## src/rtl/sdram_arbiter_if.sv

```systemverilog
// Request/grant bundle between the FIFO control logic, the SDRAM command
// unit and the arbiter. The arbiter takes the slave side.
interface sdram_arbiter_if;
    logic       init_done;
    logic       wr_req;
    logic       rd_req;
    logic       rd_valid;
    logic       cmd_done;
    logic       cmd_start;
    logic [1:0] cmd_type;
    logic       wr_ack;
    logic       rd_ack;
    logic       busy;
    logic       ref_err;

    modport master (
        output init_done, wr_req, rd_req, rd_valid, cmd_done,
        input  cmd_start, cmd_type, wr_ack, rd_ack, busy, ref_err
    );

    modport slave (
        input  init_done, wr_req, rd_req, rd_valid, cmd_done,
        output cmd_start, cmd_type, wr_ack, rd_ack, busy, ref_err
    );
endinterface

```

## src/rtl/sdram_arbiter.sv

```systemverilog
// SDRAM command arbiter: shares the command unit between periodic
// auto-refresh, write bursts and read bursts, one operation at a time.
//
// state  | meaning
// -------+-----------------------------------------------------------
// S_INIT | SDRAM not initialised (or init_done dropped); timer held
// S_IDLE | no operation running; grant evaluated every cycle
// S_BUSY | operation in flight; waiting for cmd_done or timeout
module sdram_arbiter #(
    parameter int REF_PERIOD = 781,
    parameter int TIMEOUT    = 1023
) (
    input  logic            clk,
    input  logic            rst_n,
    sdram_arbiter_if.slave  bus
);

    typedef enum logic [1:0] {
        S_INIT = 2'd0,
        S_IDLE = 2'd1,
        S_BUSY = 2'd2
    } state_t;

    localparam logic [1:0]  CT_NONE  = 2'b00;
    localparam logic [1:0]  CT_REF   = 2'b01;
    localparam logic [1:0]  CT_WR    = 2'b10;
    localparam logic [1:0]  CT_RD    = 2'b11;
    localparam logic [11:0] REF_LAST = 12'(REF_PERIOD - 1);
    localparam logic [11:0] TO_LAST  = 12'(TIMEOUT - 1);

    state_t      state_q, state_d;
    logic [11:0] ref_cnt_q;
    logic [11:0] to_cnt_q;
    logic        ref_pend_q;
    logic        ref_err_q;
    logic        last_rd_q;
    logic        cmd_start_q;
    logic        wr_ack_q;
    logic        rd_ack_q;
    logic        busy_q;
    logic [1:0]  cmd_type_q, cmd_type_d;

    logic [1:0]  grant;
    logic        rd_live;
    logic        ref_expire;
    logic        op_end;
    logic        op_timeout;

    assign rd_live    = bus.rd_req & bus.rd_valid;
    assign ref_expire = bus.init_done && (state_q != S_INIT) && (ref_cnt_q == REF_LAST);
    assign op_timeout = (state_q == S_BUSY) && !bus.cmd_done && (to_cnt_q == TO_LAST);
    assign op_end     = (state_q == S_BUSY) && (bus.cmd_done || (to_cnt_q == TO_LAST));

    // Grant selection; only meaningful in S_IDLE with the SDRAM initialised.
    always_comb begin
        grant = CT_NONE;
        if (state_q == S_IDLE && bus.init_done) begin
            if (ref_pend_q)
                grant = CT_REF;
            else if (bus.wr_req && rd_live)
                grant = last_rd_q ? CT_WR : CT_RD;
            else if (bus.wr_req)
                grant = CT_WR;
            else if (rd_live)
                grant = CT_RD;
        end
    end

    // Next-state and next command type; init_done low overrides everything.
    always_comb begin
        state_d    = state_q;
        cmd_type_d = CT_NONE;
        if (!bus.init_done) begin
            state_d = S_INIT;
        end else begin
            case (state_q)
                S_INIT: state_d = S_IDLE;
                S_IDLE: begin
                    cmd_type_d = grant;
                    if (grant != CT_NONE)
                        state_d = S_BUSY;
                end
                S_BUSY: begin
                    if (op_end)
                        state_d = S_IDLE;
                    else
                        cmd_type_d = cmd_type_q;
                end
                default: state_d = S_INIT;
            endcase
        end
    end

    // State register.
    always_ff @(posedge clk or negedge rst_n) begin
        if (!rst_n)
            state_q <= S_INIT;
        else
            state_q <= state_d;
    end

    // Refresh interval timer; frozen at zero until the arbiter leaves S_INIT.
    always_ff @(posedge clk or negedge rst_n) begin
        if (!rst_n)
            ref_cnt_q <= '0;
        else if (!bus.init_done || state_q == S_INIT || ref_expire)
            ref_cnt_q <= '0;
        else
            ref_cnt_q <= ref_cnt_q + 12'd1;
    end

    // Pending refresh flag; a new expiry beats a same-cycle refresh grant.
    always_ff @(posedge clk or negedge rst_n) begin
        if (!rst_n)
            ref_pend_q <= 1'b0;
        else if (!bus.init_done)
            ref_pend_q <= 1'b0;
        else if (ref_expire)
            ref_pend_q <= 1'b1;
        else if (grant == CT_REF)
            ref_pend_q <= 1'b0;
    end

    // Sticky error: missed refresh slot or abandoned operation.
    always_ff @(posedge clk or negedge rst_n) begin
        if (!rst_n)
            ref_err_q <= 1'b0;
        else if ((ref_expire && ref_pend_q && grant != CT_REF) ||
                 (op_timeout && bus.init_done))
            ref_err_q <= 1'b1;
    end

    // Operation watchdog: counts cycles spent in S_BUSY.
    always_ff @(posedge clk or negedge rst_n) begin
        if (!rst_n)
            to_cnt_q <= '0;
        else if (state_q == S_BUSY && state_d == S_BUSY)
            to_cnt_q <= to_cnt_q + 12'd1;
        else
            to_cnt_q <= '0;
    end

    // Fairness memory; refresh grants leave it untouched.
    always_ff @(posedge clk or negedge rst_n) begin
        if (!rst_n)
            last_rd_q <= 1'b1;
        else if (grant == CT_WR)
            last_rd_q <= 1'b0;
        else if (grant == CT_RD)
            last_rd_q <= 1'b1;
    end

    // Registered outputs: launch pulses and held operation status.
    always_ff @(posedge clk or negedge rst_n) begin
        if (!rst_n) begin
            cmd_start_q <= 1'b0;
            wr_ack_q    <= 1'b0;
            rd_ack_q    <= 1'b0;
            busy_q      <= 1'b0;
            cmd_type_q  <= CT_NONE;
        end else begin
            cmd_start_q <= (grant != CT_NONE);
            wr_ack_q    <= (grant == CT_WR);
            rd_ack_q    <= (grant == CT_RD);
            busy_q      <= (state_d == S_BUSY);
            cmd_type_q  <= cmd_type_d;
        end
    end

    assign bus.cmd_start = cmd_start_q;
    assign bus.cmd_type  = cmd_type_q;
    assign bus.wr_ack    = wr_ack_q;
    assign bus.rd_ack    = rd_ack_q;
    assign bus.busy      = busy_q;
    assign bus.ref_err   = ref_err_q;

endmodule

```

## src/flat_wrapper.sv

```systemverilog
// flat-port wrapper written by rule: the top's interface ports become plain ports
module sdram_arbiter_flat 
#(
    parameter int REF_PERIOD = 781,
    parameter int TIMEOUT    = 1023
)
  (clk, rst_n, bus_init_done, bus_wr_req, bus_rd_req, bus_rd_valid, bus_cmd_done, bus_cmd_start, bus_cmd_type, bus_wr_ack, bus_rd_ack, bus_busy, bus_ref_err);
  sdram_arbiter_if bus_i ();
  input  logic clk;
  input  logic rst_n;
  input wire logic [$bits(bus_i.init_done)-1:0] bus_init_done;
  input wire logic [$bits(bus_i.wr_req)-1:0] bus_wr_req;
  input wire logic [$bits(bus_i.rd_req)-1:0] bus_rd_req;
  input wire logic [$bits(bus_i.rd_valid)-1:0] bus_rd_valid;
  input wire logic [$bits(bus_i.cmd_done)-1:0] bus_cmd_done;
  output wire logic [$bits(bus_i.cmd_start)-1:0] bus_cmd_start;
  output wire logic [$bits(bus_i.cmd_type)-1:0] bus_cmd_type;
  output wire logic [$bits(bus_i.wr_ack)-1:0] bus_wr_ack;
  output wire logic [$bits(bus_i.rd_ack)-1:0] bus_rd_ack;
  output wire logic [$bits(bus_i.busy)-1:0] bus_busy;
  output wire logic [$bits(bus_i.ref_err)-1:0] bus_ref_err;
  assign bus_i.init_done = bus_init_done;
  assign bus_i.wr_req = bus_wr_req;
  assign bus_i.rd_req = bus_rd_req;
  assign bus_i.rd_valid = bus_rd_valid;
  assign bus_i.cmd_done = bus_cmd_done;
  assign bus_cmd_start = bus_i.cmd_start;
  assign bus_cmd_type = bus_i.cmd_type;
  assign bus_wr_ack = bus_i.wr_ack;
  assign bus_rd_ack = bus_i.rd_ack;
  assign bus_busy = bus_i.busy;
  assign bus_ref_err = bus_i.ref_err;
  sdram_arbiter #(.REF_PERIOD(REF_PERIOD), .TIMEOUT(TIMEOUT)) u_core (.clk(clk), .rst_n(rst_n), .bus(bus_i));
endmodule
```

## config.mk

```make
export PLATFORM = sky130hd
export DESIGN_NAME = sdram_arbiter_flat
export DESIGN_NICKNAME = d
export VERILOG_FILES = /design/src/rtl/sdram_arbiter_if.sv /design/src/rtl/sdram_arbiter.sv /design/src/flat_wrapper.sv
export SDC_FILE = /design/constraint.sdc
export NUM_CORES = 1
export LEC_CHECK = 0
export ABC_AREA = 0
export CORE_AREA = 4 4 67 69
export DETAILED_ROUTE_END_ITERATION = 8
export DIE_AREA = 0 0 71 73
export DONT_BUFFER_PORTS = 1
export GPL_ROUTABILITY_DRIVEN = 0
export PLACE_DENSITY = 0.67
export SLEW_MARGIN = 20
export SYNTH_ARGS = -nofsm -noshare
export SYNTH_HDL_FRONTEND = slang
export SYNTH_SLANG_ARGS = --single-unit
```

## constraint.sdc

```tcl
create_clock -name clk -period 5.47 [get_ports clk]
set_clock_uncertainty 0.15 [all_clocks]
set_input_delay 0.2735 -clock clk [delete_from_list [all_inputs] [get_ports clk]]
set_output_delay 0.2735 -clock clk [all_outputs]
set_load 0.02 [all_outputs]
```

Yosys cells after proc, flatten, opt, wreduce, memory -nomap -nowiden
Cells that the tools add are included.
Word-level totals
  register bits after elaboration: 35
  bits of input ports: 7
Cells by class
  add/sub/neg operators: 2
  equal/unequal tests: 11
  multiplexer cells: 20
  bitwise operators: 1
  reductions and logical operators: 21
Operators with widths (count)
  12-bit by 1-bit adder with 12-bit output (second input constant): 2
  12-bit by 10-bit == test with 1-bit output (second input constant): 2
  12-bit 2-to-1 mux: 2
  2-bit 2-to-1 mux: 10
  1-bit logical AND: 11
  2-bit == test (second input constant): 4
  1-bit 2-to-1 mux: 6
  2-bit case mux with 3 select lines: 1
  2-bit nonzero test: 3
  2-bit by 1-bit == test with 1-bit output (second input constant): 2
  1-bit logical OR: 4
  2-bit case mux with 2 select lines: 1
  3-bit by 1-bit inequality test with 1-bit output (second input constant): 1
  3-bit by 2-bit inequality test with 1-bit output (second input constant): 1
  1-bit logical NOT: 2
  2-bit logical NOT: 1
  2-bit by 1-bit inequality test with 1-bit output (second input constant): 1
  1-bit AND: 1

Longest topological paths before layout
  depth in word-level cells: 13
  gate-level depth with buffers: 7
  mapped depth without buffers: 6

Least setup slack after synthesis
OpenSTA, ideal clock, no wires.
  path type: reg2reg
  start: register u_core.ref_cnt_q[0]
  end: register u_core.ref_cnt_q[10]
  setup time: 0.119 ns
  arrival: 1.687 ns
  setup slack: 3.514 ns
  stages on the path, launching flop included: 8
  buffers on the path: 1
  cells stage by stage: dfrtp_1 > inv_1 > ha_1 > or4b_4 > nor4_4 > or3_4 > buf_12 > nor2_2
Between the ends
  word-level cells in the longest chain between the ends: 4
  elaborated cells between the ends (all ways): 5
  those cells by class: add/sub (1); eq/ne (1); mux (1); reduce/logical (2)
Ends and longest elaborated chain
  start, declared: RTL line sdram_arbiter.sv:32  | logic [11:0] ref_cnt_q;
  start signal, assigned: RTL line sdram_arbiter.sv:109  | ref_cnt_q <= ref_cnt_q + 12'd1;
  branches (longest 3 deep; another with 12-bit by 1-bit adder with 12-bit output)
  12-bit 2-to-1 mux (*): RTL line sdram_arbiter.sv:106  | else if (!bus.init_done || state_q == S_INIT || ref_expire)
Every way passes the cells marked *.
A chain may end at the register's enable or synchronous reset.

Final worst setup path
  start: register u_core.to_cnt_q[0]
  end: register u_core.cmd_type_q[0] (netlist: u_core.bus.cmd_type[0])
Between the ends
  word-level cells in the longest chain between the ends: 4
Ends and longest elaborated chain
  start, declared: RTL line sdram_arbiter.sv:33  | logic [11:0] to_cnt_q;
  start signal, assigned: RTL line sdram_arbiter.sv:138  | to_cnt_q <= to_cnt_q + 12'd1;
  12-bit by 10-bit == test with 1-bit output: RTL line sdram_arbiter.sv:52  | assign op_end = (state_q == S_BUSY) && (bus.cmd_done || (to_cnt_q == TO_LAST));
  1-bit logical OR: RTL line sdram_arbiter.sv:52
  1-bit logical AND: RTL line sdram_arbiter.sv:52
  3-bit by 2-bit inequality test with 1-bit output (no line)
  end signal, assigned: RTL line sdram_arbiter.sv:166  | cmd_type_q <= cmd_type_d;
  end, declared: RTL line sdram_arbiter.sv:41  | logic [1:0] cmd_type_q, cmd_type_d;
No other way between the ends.

==> impl_metrics.ini <==
[worst_setup_path]
critical_path.top_delay_family = compound AO/OA/AOI/OAI gates
cp.required_ns = 5.46
crit_path_start_kind = flop
reg2reg_slack_ns = 3.31
cp.buffers_inverters = 1
critical_path.cell_chain = inv_1 > ha_1 > nor3b_1 > a31oi_1 > o21ai_1 > o22ai_1
crit_path_slowest_cell = o21ai_1
setup.worst_path.class = reg2reg
slowest_delay_ns = 0.71
worst_setup_path_end_kind = flop
cp_data_arrival_time_ns = 2.15
cp_max_fo = 13

[timing]
finalCriticalPeriod_ns = 2.16
grt_setup_unrepaired = no
setup_total_negative_slack_ns = 0
fmax_mhz = 463
slew_violations = 0
max_slew_margin_vs_limit_pct = 40.9
fin_worst_hold_slack_ns = 0.0388
max_slew.worst_pin.slew_ns = 0.881
layout_worst_path_cycle_share_pct = 39.5
setup_violations = 0
final_hold_viol_count = 0

[power_and_ir_drop]
ir_drop_mv = 0.126
seq_power_share_pct = 56.1
p_comb_share_pct = 6.8
p_sw_share_pct = 25.2
p_per_area_nw_per_um2 = 267
internal-power_uw = 370
netSwitchingPower_uw = 125
power.leakage_uw = 0.000792
power_frac_clock_pct = 37.1

[clock_tree]
cts_hold_buffers = 3
tritoncts_num_sinks = 35
tritoncts = yes
cts.repair_timing.setup_buffer_count = 0
cts.root.buffer_cell = clkbuf_8
insertion_delay_ns = 0.29
cts-buffers-inserted = 5
deepest_level_of_the_cts_h_tree = 2
cts_repair_resize_count = 0
clkSlewWorstSetupHoldPaths_ns = 0.08
max-clock-path-buffers = 2

[grt]
global_route.usage.met3_pct = 4.13
grt.met2_usage_pct = 22.7
gr-usage-met1_pct = 15.3
via_count_of_the_first_global_routing_pass = 1189
grt_max_degree = 36
grt-ovfl-total = 0
antenna_found_initial = 0
grt.total_usage_pct = 13.1
first_pass_grt_wire_length_um = 5390
busiest_metal_layer_after_global_routing = met2

[floorplan]
die-area_um2 = 5180
pin_count = 14
fp.dieH_um = 73
start_util_pct = 43.5
die_width_um = 71
placementRows = 23
core_area_um2 = 3910

[job]
max-cap-violations = 0

[final_layout]
nets = 176
final_design_area_no_fill_um2 = 1850
layoutNonFillerInstCount = 216
seq_area_um2 = 877
num-fill-cells = 381
layout-drive-gt1-share_pct = 17.5
antenna-diode-count = 0
finish.utilization_pct = 47.3
flow.area_growth_from_synthesis_pct = 8.66
multi_input_comb_area_um2 = 757

[synth]
post_syn_area_um2 = 1700
synth_top_area_share_pct = 49.9
yosys_warnings = 0
synth_top_flop_cell = dfrtp_1
synthesis.area_per_instance_um2 = 10.6
postSynthNetCount = 172
synthCells = 161
synth_edf_count = 0
yosysUniqueCellTypes = 43
yosysMostFrequentCell = dfrtp_1
postSynthRegisterBits = 35
asyncSetResetFlopFracSynth_pct = 100
synth_largest_area_cell = dfrtp_1
synth_commonest_cells = 34 x dfrtp_1, 19 x nor2_1, 18 x xor2_1, 10 x nor2_2
synthTopCellsByArea = dfrtp_1 50%, xor2_1 9.3%, nor2_1 4.2%, nor2_2 3.7%, ha_1 2.9%
synth_sequential_area_ratio_pct = 51.5

[outcome]
outcome = finished, final reports clean

[placement]
dpl.cell_count = 205
hpwlAfterDp_um = 2150
placed_cell_area_um2 = 1720
buffer_ports.inserted = 0

[worst_hold_path]
min-delay-path-class = in2reg

[route]
detail_route.wirelength_um = 3000
routed_via_density = 5.21
overall_via_count_from_detail_route = 1126
drt-pass1-iter-count = 4
drc = 0
drtAntennaViolNets = 0
first_iter_violations = 80
post_drt_wl_per_cell_um = 13.9
## routing by layer
| layer | vias up | routed length, µm |
|---|---|---|
| met5 | - | 0 |
| met4 | 0 | 40 |
| met3 | 4 | 105 |
| met2 | 15 | 1510 |
| met1 | 554 | 1340 |
| li1 | 553 | - |
## layout make-up
type                       instances  area share, %
clock inverter                     3           1.08
tap                               50           3.38
timing repair buffer               3           2.16
sequential                        35           47.4
inverter                           7           1.42
clock buffer                       5           3.72
multi-input combinational        113           40.9
## kinds of logic (layout without fill, tap and decap cells)
group | count (synthesis) | in the layout | synth area share (%)
DFF | 35 | 35 | 51.5
buffers and inverters | 13 | 18 | 4.11
muxes | 1 | 1 | 0.661
adders and majority gates | 4 | 4 | 2.94
AOI/OAI and AO/OA | 12 | 12 | 4.63
xor gates and xnor gates | 20 | 20 | 10.3
and+or+nand+nor | 76 | 76 | 25.9
## sequential cells by signal (all words and copies together) (netlist names)
signal / cells
u_core.state_q: 2
u_core.to_cnt_q: 12
u_core.bus.rd_ack: 1
u_core.bus.cmd_start: 1
u_core.bus.cmd_type: 2
u_core.bus.wr_ack: 1
u_core.last_rd_q: 1
u_core.bus.busy: 1
u_core.bus.ref_err: 1
u_core.ref_cnt_q: 12
u_core.ref_pend_q: 1
## power by group through the flow
stage / Sequential (µW) / Combinational [µW] / Clock, µW
2_1_floorplan: 279 / 28.2 / 0
3_3_place_gp: 282 / 24.8 / 0
3_5_place_dp: 283 / 25.9 / 0
4_1_cts: 278 / 34.4 / 188
5_1_grt: 279 / 38.4 / 202
6_report: 278 / 33.4 / 184
## through the flow
step	setup WS [ns]	total power, µW
after floorplan	3.51	307
final	3.31	495
after CTS	3.28	500
after global routing	3.10	519
after detailed placement	3.29	309
after global placement	3.43	307
## worst paths after layout
path	start	endpoint	depth (start not counted)
worst max-delay path	u_core.to_cnt_q[0]$_DFF_PN0_	u_core.bus.cmd_type[0]$_DFFE_PN0P_	6
worst min-delay path	bus_init_done	u_core.bus.ref_err$_DFFE_PN0P_	2
worst max register to register	u_core.to_cnt_q[0]$_DFF_PN0_	u_core.bus.cmd_type[0]$_DFFE_PN0P_	6
worst min register to register	u_core.to_cnt_q[0]$_DFF_PN0_	u_core.to_cnt_q[0]$_DFF_PN0_	1
max in group asynchronous	rst_n	u_core.last_rd_q$_DFFE_PN1P_	2
min in group asynchronous	rst_n	u_core.bus.rd_ack$_DFF_PN0_	2
## layout by cell type, fill, tap and decap left out, types with 2 or more instances in the layout
cell type	Yosys	routed
inv_1	7	7
clkbuf_8	0	5
clkinvlp_4	0	2
dfrtp_1	34	34
nor2_1	19	19
ha_1	4	4
nand2_1	9	9
and2_1	3	3
nor2_2	10	10
xnor2_1	2	2
and3_1	3	3
nand4_1	6	6
a21oi_1	3	3
nand3_1	9	9
and4_1	3	3
dlygate4sd3_1	0	2
xor2_1	18	18
## worst register-to-register path: stages, from the launching register on
cell and delay [ns]:
dfrtp_1 0.41, inv_1 0.07, ha_1 0.13, nor3b_1 0.25, a31oi_1 0.14, o21ai_1 0.71
o22ai_1 0.18
No activity file was read; power rests on OpenSTA's default activity.
